--- src/rtl/imem_program_writer_pkg.sv ---
// Shared encoder constants: class codes, error codes, writer states and ISA opcodes.
// Opcode values must stay in lockstep with the CPU control decoder.
package imem_program_writer_pkg;

    localparam int WORD_W = 18;

    typedef enum logic [2:0] {
        CLS_RR  = 3'd0,
        CLS_MEM = 3'd1,
        CLS_RI  = 3'd2,
        CLS_S14 = 3'd3,
        CLS_STK = 3'd4,
        CLS_INC = 3'd5
    } instr_class_e;

    typedef enum logic [2:0] {
        ERR_NONE     = 3'd0,
        ERR_CLASS    = 3'd1,
        ERR_IMM      = 3'd2,
        ERR_OPCODE   = 3'd3,
        ERR_POP_REG  = 3'd4,
        ERR_OVERFLOW = 3'd5
    } err_code_e;

    typedef enum logic [1:0] {
        ST_IDLE  = 2'd0,
        ST_ENC   = 2'd1,
        ST_WRITE = 2'd2,
        ST_DONE  = 2'd3
    } wr_state_e;

    // Register-register ALU / move opcodes (RR and MEM classes, word[7:4])
    localparam logic [3:0] OP_ADD    = 4'h2;
    localparam logic [3:0] OP_SUB    = 4'h3;
    localparam logic [3:0] OP_AND    = 4'h4;
    localparam logic [3:0] OP_OR     = 4'h5;
    localparam logic [3:0] OP_XOR    = 4'h6;
    localparam logic [3:0] OP_LSH    = 4'h7;
    localparam logic [3:0] OP_RSH    = 4'h8;
    localparam logic [3:0] OP_ARSH   = 4'h9;
    localparam logic [3:0] OP_MUL    = 4'hA;
    localparam logic [3:0] OP_FMUL   = 4'hB;
    localparam logic [3:0] OP_MOVR   = 4'hC;
    localparam logic [3:0] OP_MOVMR  = 4'hD;
    localparam logic [3:0] OP_MOVRM  = 4'hE;

    // 14-bit immediate / absolute-address opcodes, op[3:2] is 01 or 10
    localparam logic [3:0] OP_CALL   = 4'h4;
    localparam logic [3:0] OP_MOVMRI = 4'h5;
    localparam logic [3:0] OP_MOVRMI = 4'h6;
    localparam logic [3:0] OP_JL     = 4'h8;
    localparam logic [3:0] OP_JLE    = 4'h9;
    localparam logic [3:0] OP_JNE    = 4'hA;
    localparam logic [3:0] OP_JE     = 4'hB;

    // Stack opcodes, word[17:14]
    localparam logic [3:0] OP_RET    = 4'hC;
    localparam logic [3:0] OP_POP    = 4'hD;
    localparam logic [3:0] OP_PUSH   = 4'hE;
    localparam logic [3:0] OP_PUSHI  = 4'hF;

    // Increment/decrement opcodes, word[17:12]
    localparam logic [5:0] OP_INCR   = 6'h30;
    localparam logic [5:0] OP_DECR   = 6'h31;

    function automatic logic fits_signed(input logic [15:0] value, input int bits);
        int v;
        v = int'($signed(value));
        return (v >= -(1 << (bits - 1))) && (v < (1 << (bits - 1)));
    endfunction

endpackage

--- src/rtl/imem_program_writer_if.sv ---
// Descriptor handshake between the boot/debug loader (master) and the program writer (slave).
interface imem_program_writer_if;

    logic        valid;
    logic        ready;
    logic [2:0]  cls;
    logic [5:0]  op;
    logic [3:0]  rd;
    logic [3:0]  rs;
    logic [15:0] imm;
    logic        last;

    modport master (
        output valid, cls, op, rd, rs, imm, last,
        input  ready
    );

    modport slave (
        input  valid, cls, op, rd, rs, imm, last,
        output ready
    );

endinterface

--- src/rtl/imem_program_writer_instr_pack.sv ---
// Combinational packer: descriptor fields -> 18-bit instruction word plus first-found error code.
// Opcode legality is checked before register or immediate range.
module imem_program_writer_instr_pack
    import imem_program_writer_pkg::*;
(
    input  logic [2:0]        i_class,
    input  logic [5:0]        i_op,
    input  logic [3:0]        i_rd,
    input  logic [3:0]        i_rs,
    input  logic [15:0]       i_imm,
    output logic [WORD_W-1:0] o_word,
    output logic [2:0]        o_err_code
);

    logic [3:0] w_op4;

    assign w_op4 = i_op[3:0];

    always_comb begin
        o_word     = '0;
        o_err_code = ERR_NONE;
        case (i_class)
            CLS_RR: begin
                o_word = {2'b00, 4'b0000, i_rd, w_op4, i_rs};
            end
            CLS_MEM: begin
                o_word = {2'b00, 4'b0001, i_rd, w_op4, i_rs};
                if (w_op4 != OP_MOVMR && w_op4 != OP_MOVRM)
                    o_err_code = ERR_OPCODE;
            end
            CLS_RI: begin
                // 0000/0001 in word[15:12] would decode as RR/MEM
                o_word = {2'b00, w_op4, i_rd, i_imm[7:0]};
                if (w_op4 == 4'b0000 || w_op4 == 4'b0001)
                    o_err_code = ERR_OPCODE;
                else if (!fits_signed(i_imm, 8))
                    o_err_code = ERR_IMM;
            end
            CLS_S14: begin
                o_word = {w_op4, i_imm[13:0]};
                if (w_op4[3:2] != 2'b01 && w_op4[3:2] != 2'b10)
                    o_err_code = ERR_OPCODE;
                else if (!fits_signed(i_imm, 14))
                    o_err_code = ERR_IMM;
            end
            CLS_STK: begin
                o_word = {w_op4, i_rd, 10'b0};
                if (w_op4 != OP_POP && w_op4 != OP_PUSH && w_op4 != OP_PUSHI)
                    o_err_code = ERR_OPCODE;
                else if (w_op4 == OP_POP && (i_rd == 4'd12 || i_rd == 4'd13))
                    o_err_code = ERR_POP_REG;
            end
            CLS_INC: begin
                o_word = {i_op, i_rd, 8'b0};
                if (i_op != OP_INCR && i_op != OP_DECR)
                    o_err_code = ERR_OPCODE;
            end
            default: begin
                o_err_code = ERR_CLASS;
            end
        endcase
    end

endmodule

--- src/rtl/imem_program_writer.sv ---
// Program writer: accepts descriptors, encodes them and writes IMEM sequentially (1 word / 3 cycles).
// Optional feature macro IMEM_CHECKSUM_EN builds a running XOR of every written word.
module imem_program_writer
    import imem_program_writer_pkg::*;
#(
    parameter int                ADDR_W = 16,
    parameter logic [ADDR_W-1:0] DEPTH  = 16'hFFFF
) (
    input  logic                  i_clk,
    input  logic                  i_reset,
    imem_program_writer_if.slave  s_desc,
    input  logic                  i_start,
    input  logic [ADDR_W-1:0]     i_base_addr,
    output logic                  o_imem_we,
    output logic [ADDR_W-1:0]     o_imem_addr,
    output logic [WORD_W-1:0]     o_imem_wdata,
    output logic [15:0]           o_word_count,
    output logic                  o_err,
    output logic [2:0]            o_err_code,
    output logic                  o_done,
    output logic [WORD_W-1:0]     o_checksum
);

    wr_state_e         r_state;
    wr_state_e         w_state_nxt;
    // Extra MSB lets the address step past DEPTH without wrapping back to 0
    logic [ADDR_W:0]   r_addr;
    logic [15:0]       r_count;
    logic [WORD_W-1:0] r_word;
    logic              r_desc_err;
    logic              r_last;
    logic              r_ready;
    logic              r_err;
    logic [2:0]        r_err_code;

    logic [WORD_W-1:0] w_pack_word;
    logic [2:0]        w_pack_err;
    logic [2:0]        w_desc_err;
    logic              w_start_ok;
    logic              w_accept;
    logic              w_imem_we;

    imem_program_writer_instr_pack u_pack (
        .i_class    (s_desc.cls),
        .i_op       (s_desc.op),
        .i_rd       (s_desc.rd),
        .i_rs       (s_desc.rs),
        .i_imm      (s_desc.imm),
        .o_word     (w_pack_word),
        .o_err_code (w_pack_err)
    );

    assign w_start_ok = i_start && (r_state == ST_IDLE || r_state == ST_DONE);
    assign w_accept   = (r_state == ST_IDLE) && r_ready && s_desc.valid && !i_start;
    assign w_desc_err = (w_pack_err != ERR_NONE)   ? w_pack_err   :
                        (r_addr > {1'b0, DEPTH})   ? ERR_OVERFLOW : ERR_NONE;

    always_ff @(posedge i_clk) begin
        if (i_reset)
            r_state <= ST_IDLE;
        else
            r_state <= w_state_nxt;
    end

    always_comb begin
        w_state_nxt = r_state;
        w_imem_we   = 1'b0;
        case (r_state)
            ST_IDLE: begin
                if (w_accept)
                    w_state_nxt = ST_ENC;
            end
            ST_ENC: begin
                if (r_desc_err)
                    w_state_nxt = r_last ? ST_DONE : ST_IDLE;
                else
                    w_state_nxt = ST_WRITE;
            end
            ST_WRITE: begin
                w_imem_we   = 1'b1;
                w_state_nxt = r_last ? ST_DONE : ST_IDLE;
            end
            ST_DONE: begin
                if (w_start_ok)
                    w_state_nxt = ST_IDLE;
            end
            default: begin
                w_state_nxt = ST_IDLE;
            end
        endcase
    end

    always_ff @(posedge i_clk) begin
        if (i_reset) begin
            r_addr     <= '0;
            r_count    <= '0;
            r_word     <= '0;
            r_desc_err <= 1'b0;
            r_last     <= 1'b0;
            r_ready    <= 1'b0;
            r_err      <= 1'b0;
            r_err_code <= '0;
        end else begin
            r_ready <= (w_state_nxt == ST_IDLE);
            if (w_start_ok) begin
                r_addr     <= {1'b0, i_base_addr};
                r_count    <= '0;
                r_err      <= 1'b0;
                r_err_code <= '0;
            end else if (w_accept) begin
                r_word     <= w_pack_word;
                r_last     <= s_desc.last;
                r_desc_err <= (w_desc_err != ERR_NONE);
                if (w_desc_err != ERR_NONE) begin
                    r_err <= 1'b1;
                    if (!r_err)
                        r_err_code <= w_desc_err;
                end
            end
            if (w_imem_we) begin
                r_addr  <= r_addr + (ADDR_W + 1)'(1);
                r_count <= r_count + 16'd1;
            end
        end
    end

`ifdef IMEM_CHECKSUM_EN
    logic [WORD_W-1:0] r_checksum;

    always_ff @(posedge i_clk) begin
        if (i_reset)
            r_checksum <= '0;
        else if (w_start_ok)
            r_checksum <= '0;
        else if (w_imem_we)
            r_checksum <= r_checksum ^ r_word;
    end

    assign o_checksum = r_checksum;
`else
    assign o_checksum = '0;
`endif

    assign s_desc.ready = r_ready;
    assign o_imem_we    = w_imem_we;
    assign o_imem_addr  = r_addr[ADDR_W] ? '1 : r_addr[ADDR_W-1:0];
    assign o_imem_wdata = r_word;
    assign o_word_count = r_count;
    assign o_err        = r_err;
    assign o_err_code   = r_err_code;
    assign o_done       = (r_state == ST_DONE);

endmodule
--- src/flat_wrapper.sv ---
// flat-port wrapper written by rule: the top's interface ports become plain ports
module imem_program_writer_flat import imem_program_writer_pkg::*;
#(
    parameter int                ADDR_W = 16,
    parameter logic [ADDR_W-1:0] DEPTH  = 16'hFFFF
)
  (i_clk, i_reset, i_start, i_base_addr, o_imem_we, o_imem_addr, o_imem_wdata, o_word_count, o_err, o_err_code, o_done, o_checksum, s_desc_valid, s_desc_cls, s_desc_op, s_desc_rd, s_desc_rs, s_desc_imm, s_desc_last, s_desc_ready);
  imem_program_writer_if s_desc_i ();
  input  logic i_clk;
  input  logic i_reset;
  input  logic i_start;
  input  logic [ADDR_W-1:0] i_base_addr;
  output logic o_imem_we;
  output logic [ADDR_W-1:0] o_imem_addr;
  output logic [WORD_W-1:0] o_imem_wdata;
  output logic [15:0] o_word_count;
  output logic o_err;
  output logic [2:0] o_err_code;
  output logic o_done;
  output logic [WORD_W-1:0] o_checksum;
  input wire logic [$bits(s_desc_i.valid)-1:0] s_desc_valid;
  input wire logic [$bits(s_desc_i.cls)-1:0] s_desc_cls;
  input wire logic [$bits(s_desc_i.op)-1:0] s_desc_op;
  input wire logic [$bits(s_desc_i.rd)-1:0] s_desc_rd;
  input wire logic [$bits(s_desc_i.rs)-1:0] s_desc_rs;
  input wire logic [$bits(s_desc_i.imm)-1:0] s_desc_imm;
  input wire logic [$bits(s_desc_i.last)-1:0] s_desc_last;
  output wire logic [$bits(s_desc_i.ready)-1:0] s_desc_ready;
  assign s_desc_i.valid = s_desc_valid;
  assign s_desc_i.cls = s_desc_cls;
  assign s_desc_i.op = s_desc_op;
  assign s_desc_i.rd = s_desc_rd;
  assign s_desc_i.rs = s_desc_rs;
  assign s_desc_i.imm = s_desc_imm;
  assign s_desc_i.last = s_desc_last;
  assign s_desc_ready = s_desc_i.ready;
  imem_program_writer #(.ADDR_W(ADDR_W), .DEPTH(DEPTH)) u_core (.i_clk(i_clk), .i_reset(i_reset), .s_desc(s_desc_i), .i_start(i_start), .i_base_addr(i_base_addr), .o_imem_we(o_imem_we), .o_imem_addr(o_imem_addr), .o_imem_wdata(o_imem_wdata), .o_word_count(o_word_count), .o_err(o_err), .o_err_code(o_err_code), .o_done(o_done), .o_checksum(o_checksum));
endmodule
--- config.mk ---
export PLATFORM = sky130hd
export DESIGN_NAME = imem_program_writer_flat
export DESIGN_NICKNAME = d
export VERILOG_FILES = /design/src/rtl/imem_program_writer_pkg.sv /design/src/rtl/imem_program_writer_if.sv /design/src/rtl/imem_program_writer_instr_pack.sv /design/src/rtl/imem_program_writer.sv /design/src/flat_wrapper.sv
export SDC_FILE = /design/constraint.sdc
export NUM_CORES = 1
export LEC_CHECK = 0
export ABC_AREA = 1
export CAP_MARGIN = 40
export CORE_MARGIN = 1
export CORE_UTILIZATION = 30
export CTS_CLUSTER_SIZE = 30
export DETAILED_ROUTE_END_ITERATION = 6
export PLACE_DENSITY = 0.56
export SYNTH_ARGS = -nofsm -noshare
export SYNTH_HDL_FRONTEND = slang
export SYNTH_HIERARCHICAL = 1
export SYNTH_SLANG_ARGS = --single-unit
--- constraint.sdc ---
create_clock -name i_clk -period 1.8 [get_ports i_clk]
set_input_delay 0.36 -clock i_clk [delete_from_list [all_inputs] [get_ports i_clk]]
set_output_delay 0.36 -clock i_clk [all_outputs]
set_load 0.005 [all_outputs]
==> results of run 1 <==
[metal layers]
layer  wire [um]  vias up
met4         197        0
li1            -     2143
met1        5000     1858
met5           0        -
met2        5160      138
met3         664       19
[cell usage after synthesis, types with 6 or more instances]
| master | count | area [um^2] |
|---|---|---|
| sky130_fd_sc_hd__buf_2 | 10 | 50.1 |
| sky130_fd_sc_hd__buf_4 | 19 | 143 |
| sky130_fd_sc_hd__nand3_1 | 25 | 125 |
| sky130_fd_sc_hd__clkbuf_1 | 6 | 22.5 |
| sky130_fd_sc_hd__a21oi_1 | 25 | 125 |
| sky130_fd_sc_hd__nor2_1 | 75 | 282 |
| sky130_fd_sc_hd__nand2_1 | 132 | 495 |
| sky130_fd_sc_hd__a31oi_1 | 11 | 68.8 |
| sky130_fd_sc_hd__nor2_4 | 6 | 67.6 |
| sky130_fd_sc_hd__ha_1 | 9 | 113 |
| sky130_fd_sc_hd__o21ai_0 | 51 | 255 |
| sky130_fd_sc_hd__dfxtp_1 | 60 | 1200 |
| sky130_fd_sc_hd__nand2_2 | 7 | 43.8 |
| sky130_fd_sc_hd__inv_1 | 72 | 270 |
[worst max-delay path, stage by stage, from the launching register on]
cell	delay (ps)
sky130_fd_sc_hd__dfxtp_2	330
sky130_fd_sc_hd__buf_4	140
sky130_fd_sc_hd__or2_2	300
sky130_fd_sc_hd__dlygate4sd2_1	260
[cell type report]
cell class	instances	area, um^2
fill	1226	6270
multi-input combinational	417	2180
timing repair buffer	169	1590
sequential	60	1210
inverter	77	289
clock buffer	12	246
tap	168	210
clock inverter	4	72.6
[logic make-up (layout without fill, tap and decap cells)]
family | count (synthesis) | count (layout)
AND/OR/NAND/NOR | 269 | 269
other | 1 | 18
AO/OA/AOI/OAI | 120 | 120
flip-flops | 60 | 60
adder cells (fa/ha/maj) | 9 | 9
XOR/XNOR | 1 | 1
buffers and inverters | 113 | 262
[state kept, by name, indices dropped and copies added, names as in the netlist]
register             cells
u_core/o_err_code        3
u_core/o_err             1
u_core/r_last            1
u_core/r_state           2
u_core/s_desc.ready      1
u_core/o_imem_wdata     18
u_core/r_addr           17
u_core/r_desc_err        1
u_core/o_word_count     16
[worst max path at each step]
stage,start,endpoint,slack [ps],cells after the start
after floorplan,s_desc_op[2],u_core/o_err_code[1],70,12
after global placement,s_desc_op[2],u_core/o_err_code[1],-450,13
after detailed placement,s_desc_op[2],u_core/o_err_code[1],-540,13
after CTS,u_core/r_state[0],o_imem_we,-40,3
after global routing,u_core/r_addr[1],u_core/r_addr[16],-50,11
final,u_core/r_addr[1],o_imem_addr[1],70,3
[power groups by stage]
stage	Clock, mW	Sequential [mW]	Combinational (mW)
detailed placement	0	1.45	0.700
CTS	1.91	1.43	0.695
global route	1.97	1.44	0.771
floorplan	0	1.45	0.324
finish	1.86	1.43	0.695
global placement	0	1.45	0.692
[metrics by stage]
step / setup TNS (ps) / total power, mW / cells / util [%]
6_report: 0 / 3.98 / 907 / 48.0
3_3_place_gp: -3250 / 2.14 / 886 / 44.3
4_1_cts: -44.1 / 4.04 / 905 / 47.6
2_1_floorplan: 0 / 1.77 / 590 / -
5_1_grt: -76.0 / 4.18 / 907 / 48.0
3_5_place_dp: -4600 / 2.15 / 886 / 44.3
[timing repair]
action | CTS | global route
gates resized for setup | 41 | 20
endpoints found under the setup margin | 23 | 29
pin swaps | 12 | 12
setup buffers | 3 | 2
==> results_dict.tcl, run 1 <==
set metrics [dict create \
    run_status "finished clean" \
    grt.met3_usage_pct 4.73 \
    ant_nets 0 \
    internal_power_mw 3.00 \
    dp.final_hpwl_um 8560 \
    synth-simple-area-share_pct 31.9 \
    synth_compound_gate_area_share_pct 19.0 \
    synthCells 573 \
    grt_start_max_net_pins 27 \
    finalMaxSlewViolations 0 \
    mostFrequentLayoutCell "sky130_fd_sc_hd__nand2_1" \
    timing.max_cap.violations 0 \
    clockBufferDepth 2 \
    post-route-worst-setup-slack_ps 70.4 \
    core_footprint_um2 12100 \
    worst_skew_pair.late_latency_ps 340 \
    grt_first_pass_wirelength_um 17800 \
    timing_hold_violations_final 0 \
    syn_area_per_cell_um2 6.51 \
    syn2layout_area_growth_pct 55.3 \
    use_met2_pct 29.3 \
    post_dp_cell_area_um2 5350 \
    synth-edff-count 0 \
    end_kind "primary output" \
    finalNetCount 797 \
    top_level_ports 129 \
    setup-violations-final 0 \
    irDropWorstVdd_mv 0.436 \
    initial_core_util_pct 30.9 \
    criticalPathCategory "reg2out" \
    track_usage_pct 17.7 \
    insertedDiodeCount 0 \
    drt_first_pass_iters 5 \
    dp_slack_ps -544 \
    grt_use_met1_pct 21.8 \
    vias_per_cell 4.58 \
    layout_common_cells "130 x sky130_fd_sc_hd__nand2_1, 86 x sky130_fd_sc_hd__clkdlybuf4s50_1, 72 x sky130_fd_sc_hd__nor2_1" \
    postSynthRegisterBits 60 \
    grt_remaining_overflow 0 \
    yosys.cell_types.count 46 \
    max_freq_mhz 578 \
    cts_htree_levels 3 \
    synth-xor-area-share_pct 0.235 \
    rows 40 \
    die_height_um 114 \
    cts_sinks 60 \
    synth_flop_cell "sky130_fd_sc_hd__dfxtp_1" \
    critical_path.reg2reg.endpoint "u_core/o_err_code[1]" \
    grt_pass1_vias 3866 \
    drive_above_1_share_pct 18.4 \
    hold_start "u_core/o_err_code[2]" \
    net-switching-power_uw 980 \
    whs_ps 475 \
    cellLeakagePower_nw 2.54 \
    startpoint_type "register" \
    fin_crit_ps 1730 \
    cts-hold-fix-buffers 0 \
    synthesis.area_um2 3730 \
    timing.final.crit_share_pct 96.1 \
    synth-seq-area-share_pct 32.2 \
    tritoncts "built" \
    antenna_violations_before_repair 0 \
    clock-skew-final_ps 8.52 \
    cp_data_required_time_ps 1440 \
    io_buffers 110 \
    worst_r2r_path_depth 13 \
    die-area_um2 12900 \
    worst_hold_path_type "reg2reg" \
    routedWlPerCell_um 12.2 \
    adder_cell_area_share_of_the_yosys_netlist_pct 3.02 \
    global_route.peak_usage_layer "met2" \
    drt_iter0_drc 292 \
    ff2ff_setup_slack_ps 90 \
    arrival_ps 1370 \
    die_width_um 114 \
    cts_root_buffer "sky130_fd_sc_hd__clkbuf_16" \
    global_placer_s_final_weighted_congestion 0.877 \
    clkSlewWorstSetupHoldPaths_ps 50 \
    power_frac_seq_pct 35.9 \
    hold-path-cell-count 2 \
    origin_of_the_critical_flop_to_flop_path "u_core/r_addr[1]" \
    synth.yosys.warnings 6 \
    whs_endpoint "u_core/o_err_code[2]" \
    share_clk_of_total_power_pct 46.6 \
    detail_route.wirelength_um 11000 \
    unrepaired_setup_endpoints_after_global_routing "true" \
    largest_family_of_logic_cells_by_synthesized_area "simple AND/OR/NAND/NOR gates" \
    number_of_vias_in_the_routed_layout 4158 \
    tritoncts.num_buffers 9 \
    combPwrFrac_pct 17.5 \
    crit_path_max_fo 3 \
    power.share.switching_pct 24.6 \
    postLayoutCellArea_um2 5800 \
    drc 0 \
    post_synth_mux_area_share_pct 0 \
    synth-async-reset-ratio_pct 0 \
    power_density_over_the_cells_nw_per_um2 687 \
]
No activity file was read; power rests on OpenSTA's default activity.
==> run 2: changes to the inputs <==
--- a/config.mk
+++ b/config.mk
@@ -11,7 +11,8 @@
 export CORE_UTILIZATION = 30
 export CTS_CLUSTER_SIZE = 30
 export DETAILED_ROUTE_END_ITERATION = 6
-export PLACE_DENSITY = 0.56
+export PLACE_DENSITY = 0.54
+export SLEW_MARGIN = 20
 export SYNTH_ARGS = -nofsm -noshare
 export SYNTH_HDL_FRONTEND = slang
 export SYNTH_HIERARCHICAL = 1
==> constraint.sdc (replaced) <==
create_clock -name i_clk -period 1.95 [get_ports i_clk]
set_input_delay 0.39 -clock i_clk [delete_from_list [all_inputs] [get_ports i_clk]]
set_output_delay 0.39 -clock i_clk [all_outputs]
set_load 0.005 [all_outputs]
==> run 2 against run 1 <==
  * Combinational power is 8.9% lower
  * Die area stayed put
  * Largest power group unchanged
  * Critical endpoint is now o_imem_addr[12]
  * Worst hold slack worse by 8.0 ps
  * Sequential power is 8% lower
  * Via count is 0.94% lower
  * Clock power is 2% higher
==> results_dict.tcl, run 2 (synthesis results as in run 1) <==
set metrics [dict create \
    largest_register_ffs 18 \
    drt_iter0_drc 285 \
    postLayoutCellArea_um2 5730 \
    arrival_ps 1490 \
    fin_crit_ps 1880 \
    routedWlPerCell_um 12.5 \
    mostFrequentLayoutCell "sky130_fd_sc_hd__nand2_1" \
    finalMaxSlewViolations 0 \
    die-area_um2 12900 \
    cp_data_required_time_ps 1560 \
    drc 0 \
    grt_pass1_vias 3849 \
    net-switching-power_uw 920 \
    antenna_violations_before_repair 0 \
    grt_remaining_overflow 0 \
    run_status "finished clean" \
    share_clk_of_total_power_pct 49.3 \
    grt_start_max_net_pins 23 \
    dp.final_hpwl_um 8670 \
    tritoncts "built" \
    ant_nets 0 \
    irDropWorstVdd_mv 0.413 \
    finalNetCount 786 \
    power.share.switching_pct 23.9 \
    unrepaired_setup_endpoints_after_global_routing "false" \
    initial_core_util_pct 30.9 \
    timing_hold_violations_final 0 \
    cts_htree_levels 3 \
    numPlacedInstances 879 \
    criticalPathCategory "reg2out" \
    global_placer_s_final_weighted_congestion 0.885 \
    timing.max_cap.violations 0 \
    worst_skew_pair.late_latency_ps 340 \
    drive_above_1_share_pct 16.2 \
    combPwrFrac_pct 16.4 \
    power_frac_seq_pct 34.3 \
    io_buffers 110 \
    number_of_vias_in_the_routed_layout 4119 \
    layout_common_cells "130 x sky130_fd_sc_hd__nand2_1, 104 x sky130_fd_sc_hd__clkdlybuf4s50_1, 72 x sky130_fd_sc_hd__nor2_1" \
    die_width_um 114 \
    clkSlewWorstSetupHoldPaths_ps 60 \
    track_usage_pct 17.9 \
    vias_per_cell 4.60 \
    finalCoreUtilization_pct 47.5 \
    power_density_over_the_cells_nw_per_um2 673 \
    setup-violations-final 0 \
    detail_route.wirelength_um 11200 \
    timing.final.crit_share_pct 96.4 \
    grt_first_pass_wirelength_um 18100 \
    cellLeakagePower_nw 2.44 \
    end_kind "primary output" \
    final_cells 896 \
    internal_power_mw 2.93 \
    worst_hold_path_type "reg2reg" \
    startpoint_type "register" \
    drt_first_pass_iters 6 \
    top_level_ports 129 \
    tritoncts.num_buffers 9 \
    cts_sinks 60 \
    clock-skew-final_ps 7.04 \
    crit_path_max_fo 12 \
    core_footprint_um2 12100 \
    max_freq_mhz 532 \
    post_dp_cell_area_um2 5280 \
    rows 40 \
    die_height_um 114 \
    report.power.total_mw 3.85 \
    insertedDiodeCount 0 \
    syn2layout_area_growth_pct 53.5 \
    clockBufferDepth 2 \
    cts_root_buffer "sky130_fd_sc_hd__clkbuf_16" \
]
[run 2: cell types whose count changed in the layout (fill, tap and decap cells not counted), moves of 2 or more]
cell                              change
sky130_fd_sc_hd__dfxtp_2              -2
sky130_fd_sc_hd__clkdlybuf4s50_1     +18
sky130_fd_sc_hd__dfxtp_1              +3
sky130_fd_sc_hd__buf_4                -9
sky130_fd_sc_hd__ha_2                 -2
sky130_fd_sc_hd__ha_1                 +2
sky130_fd_sc_hd__dlygate4sd2_1       -16
[run 2: final timing paths]
| path | depth (start not counted) | to | from | slack, ps |
|---|---|---|---|---|
| worst min register to register | 2 | u_core/o_err_code[0] | u_core/o_err_code[0] | 470 |
| worst max-delay path | 4 | o_imem_addr[12] | u_core/r_addr[16] | 70 |
| worst min-delay path | 2 | u_core/o_err_code[0] | u_core/o_err_code[0] | 470 |
| worst max register to register | 13 | u_core/o_err_code[1] | u_core/r_addr[0] | 180 |
[run 2: worst max-delay path, stage by stage, from the launching register on]
cell and delay, ps:
sky130_fd_sc_hd__dfxtp_2 360, sky130_fd_sc_hd__inv_2 80, sky130_fd_sc_hd__buf_12 140, sky130_fd_sc_hd__nand2_1 60, sky130_fd_sc_hd__clkdlybuf4s50_1 510
[run 2: cell type report]
type,instances,area (um^2)
clock buffers,12,256
clock inverters,4,95.1
fillers,1217,6340
inverters,77,289
multi-input cells,417,2150
flip-flops and latches,60,1210
well taps,168,210
repair buffers,158,1510
[run 2: stage by stage]
stage / setup slack (ps) / hold WS [ps] / setup TNS, ps
floorplan: 98.0 / 455 / 0
global placement: -334 / 472 / -1520
detailed placement: -403 / 457 / -1830
CTS: 12.5 / 470 / 0
global route: 9.63 / 497 / 0
finish: 70.7 / 467 / 0
[run 2: repair_timing]
item / 4_1_cts / 5_1_grt
buffers inserted: 0 / 1
setup endpoints to repair: 16 / 13
gates resized for setup: 6 / 24
hold buffers: 0 / 0
pin swaps: 1 / 2
[run 2: routing by layer]
| metal | share of wire, % | global-route usage [%] | up-vias |
|---|---|---|---|
| met5 | 0 | 0 | - |
| met2 | 46 | 29.3 | 128 |
| met3 | 5.1 | 3.40 | 22 |
| met4 | 2.7 | 9.91 | 0 |
| met1 | 46 | 22.1 | 1855 |
| li1 | - | - | 2114 |
[run 2: power by group through the flow]
stage                     clock network (mW)  logic (mW)  registers (mW)
final                                   1.90       0.633            1.32
after CTS                               1.93       0.634            1.32
after global placement                     0       0.623            1.34
after floorplan                            0       0.297            1.34
after global routing                    1.98       0.702            1.33
after detailed placement                   0       0.629            1.34
==> edit (settings of run 1) <==
The option `IMEM_CHECKSUM_EN` is turned on by a define.
--- a/src/rtl/imem_program_writer.sv
+++ b/src/rtl/imem_program_writer.sv
@@ -1,5 +1,7 @@
 // Program writer: accepts descriptors, encodes them and writes IMEM sequentially (1 word / 3 cycles).
 // Optional feature macro IMEM_CHECKSUM_EN builds a running XOR of every written word.
+`define IMEM_CHECKSUM_EN
+
 module imem_program_writer
     import imem_program_writer_pkg::*;
 #(
Function: changed (a bounded check fails within 10 cycles, from zero or initial values and one cycle with i_reset high).
==> edit against run 1 <==
  * Area after synthesis up 15%
  * Combinational power rose by 6.9%
  * Power grew 8.2%
  * Core utilization decreased by 0.41 points
  * Die area rose by 15%
  * Cell area is 14% higher
  * Wire length up 21%
  * Sequential cell count is 18 higher
  * Setup slack improved by 0.0056 ns
==> edit: results (changes against run 1) <==
| Metric | Value |
|---|---|
| Unique masters post-synth | 42 (-8.7%) |
| Start of the worst register-to-register path | u_core/r_state[0]$_SDFF_PP0_ |
| Largest vdd supply drop | 0.000413 V (-5.3%) |
| Post-synthesis xor/xnor area fraction | 0.409% (+0.17 points) |
| Static leakage power | 2.94 nW (+16%) |
| Clock tree skew after final layout | 0.00501 ns (-0.00351 ns) |
| Pin count of the biggest net entering global routing | 38 (+41%) |
| Sequential share of the synthesized area | 36.5% (+4.3 points) |
| Leading post-synthesis cells by cell area | sky130_fd_sc_hd__dfxtp_1, sky130_fd_sc_hd__nand2_1, sky130_fd_sc_hd__o21ai_0, sky130_fd_sc_hd__inv_1, sky130_fd_sc_hd__nor2_1 |
| Net count, final | 891 (+12%) |
| Fraction of final layout cells sized beyond drive strength 1 | 17.8% (-0.64 points) |
| Setup Slack @ Placement | -0.643 ns (-0.0988 ns) |
| Overall routed net length | 13300 um (+21%) |
| Actual transition at the worst max-transition pin | 0.453 ns |
| Global-route wire length before repair | 21900 um (+23%) |
| Routed wl met2 | 6460 um (+25%) |
| Mux share of post-synthesis cell area | 0% (unchanged) |
| Met3 Wirelength | 815 um (+23%) |
| Buffers added on ports | 128 (+16%) |
| Logic depth of the worst register-to-register path | 11 (-2) |
| Synth cell count leaders | sky130_fd_sc_hd__nand2_1, sky130_fd_sc_hd__dfxtp_1, sky130_fd_sc_hd__inv_1, sky130_fd_sc_hd__nor2_1, sky130_fd_sc_hd__o21ai_0 |
| Post-Synthesis Net Count | ~700 |
| HPWL after detailed placement | 10200 um (+19%) |
| Met1 layer wirelength in the final routing | 5940 um (+19%) |
| Initial drt markers | 279 (-4.5%) |
| Detailed-routing iteration count for the pre-antenna-repair pass | 5 (unchanged) |
| Status | finished clean |
| Total via count in the routed design | 4803 (+16%) |
| Hold Path Stages | 1 (-1) |
| Post-synthesis compound-gate area fraction | 18.0% (-0.98 points) |
| GRT Overall Usage | 18.9% (+1.2 points) |
| GP Congestion | 0.823 (-6.1%) |
| Clock slew at reported path FFs | approximately 0.060 ns |
| Share of synthesized cell area in full adder, half adder and majority cells | 2.63% (-0.39 points) |
| TritonCTS buffer count | 9 (unchanged) |
| Top_reg_cell synth | sky130_fd_sc_hd__dfxtp_1 |
| Number of global-route vias before repair | 4707 (+22%) |
| Hold Crit Start | u_core/o_word_count[15]$_SDFFE_PP0P_ |
## edit: cell types whose count changed in the layout (fill, tap and decap cells not counted), moves of 6 or more
cell,before,now
sky130_fd_sc_hd__nor3_1,3,22
sky130_fd_sc_hd__and3_1,0,18
sky130_fd_sc_hd__buf_4,54,67
sky130_fd_sc_hd__dfxtp_1,53,73
sky130_fd_sc_hd__dlymetal6s2s_1,6,14
sky130_fd_sc_hd__o21ai_0,51,57
sky130_fd_sc_hd__clkdlybuf4s50_1,86,94
sky130_fd_sc_hd__a21oi_1,24,48
sky130_fd_sc_hd__conb_1,18,0
sky130_fd_sc_hd__a31oi_1,11,4
## edit: cell type report
class | count | area, sq um
sequential | 78 | 1570
clock inverter | 7 | 53.8
clock buffer | 9 | 225
fill | 1418 | 7270
timing repair buffer | 198 | 1840
tap | 180 | 225
inverter | 78 | 293
multi-input combinational | 463 | 2410
## edit: worst paths after layout
path | slack [ns] | end
worst max-delay path | 0.08 | o_imem_addr[1]
worst min register to register | 0.49 | u_core/o_word_count[15]$_SDFFE_PP0P_
worst max register to register | 0.14 | u_core/r_addr[15]$_SDFFE_PP0P_
worst min-delay path | 0.49 | u_core/o_word_count[15]$_SDFFE_PP0P_
## edit: per-stage QoR
step	std cells	utilization, %	instance area, sq um	setup TNS (ns)	total power (W)
2_1_floorplan	641	-	4280	0	0.00218
3_3_place_gp	988	44.4	6160	-3.90	0.00261
3_5_place_dp	988	44.4	6160	-4.73	0.00262
4_1_cts	1011	46.9	6500	0	0.00436
5_1_grt	1013	47.6	6610	-0.00504	0.00453
6_report	1013	47.6	6610	0	0.00431
## edit: repair_timing
action	in CTS	in global routing
endpoints found under the setup margin	23	9
buffers inserted	7	2
hold buffers	0	0
pin swaps	5	9
gates resized for setup	31	33
## edit: report_power, final
| part | internal [W] | switching (W) | total [W] |
|---|---|---|---|
| Clock | 0.000950 | 0.000771 | 0.00172 |
| Combinational | 0.000389 | 0.000354 | 0.000743 |
| Sequential | 0.00179 | 0.0000573 | 0.00184 |
## edit: kinds of logic after synthesis
| group | Yosys count |
|---|---|
| XOR/XNOR | 2 |
| buffers and inverters | 100 |
| adder cells (fa/ha/maj) | 9 |
| flip-flops | 78 |
| AO/OA/AOI/OAI | 137 |
| AND/OR/NAND/NOR | 315 |
## edit: metal layers
layer | global-route usage [%] | vias up
li1 | - | 2469
met3 | 4.61 | 9
met4 | 4.40 | 0
met2 | 34.2 | 142
met5 | 0 | -
met1 | 22.1 | 2183
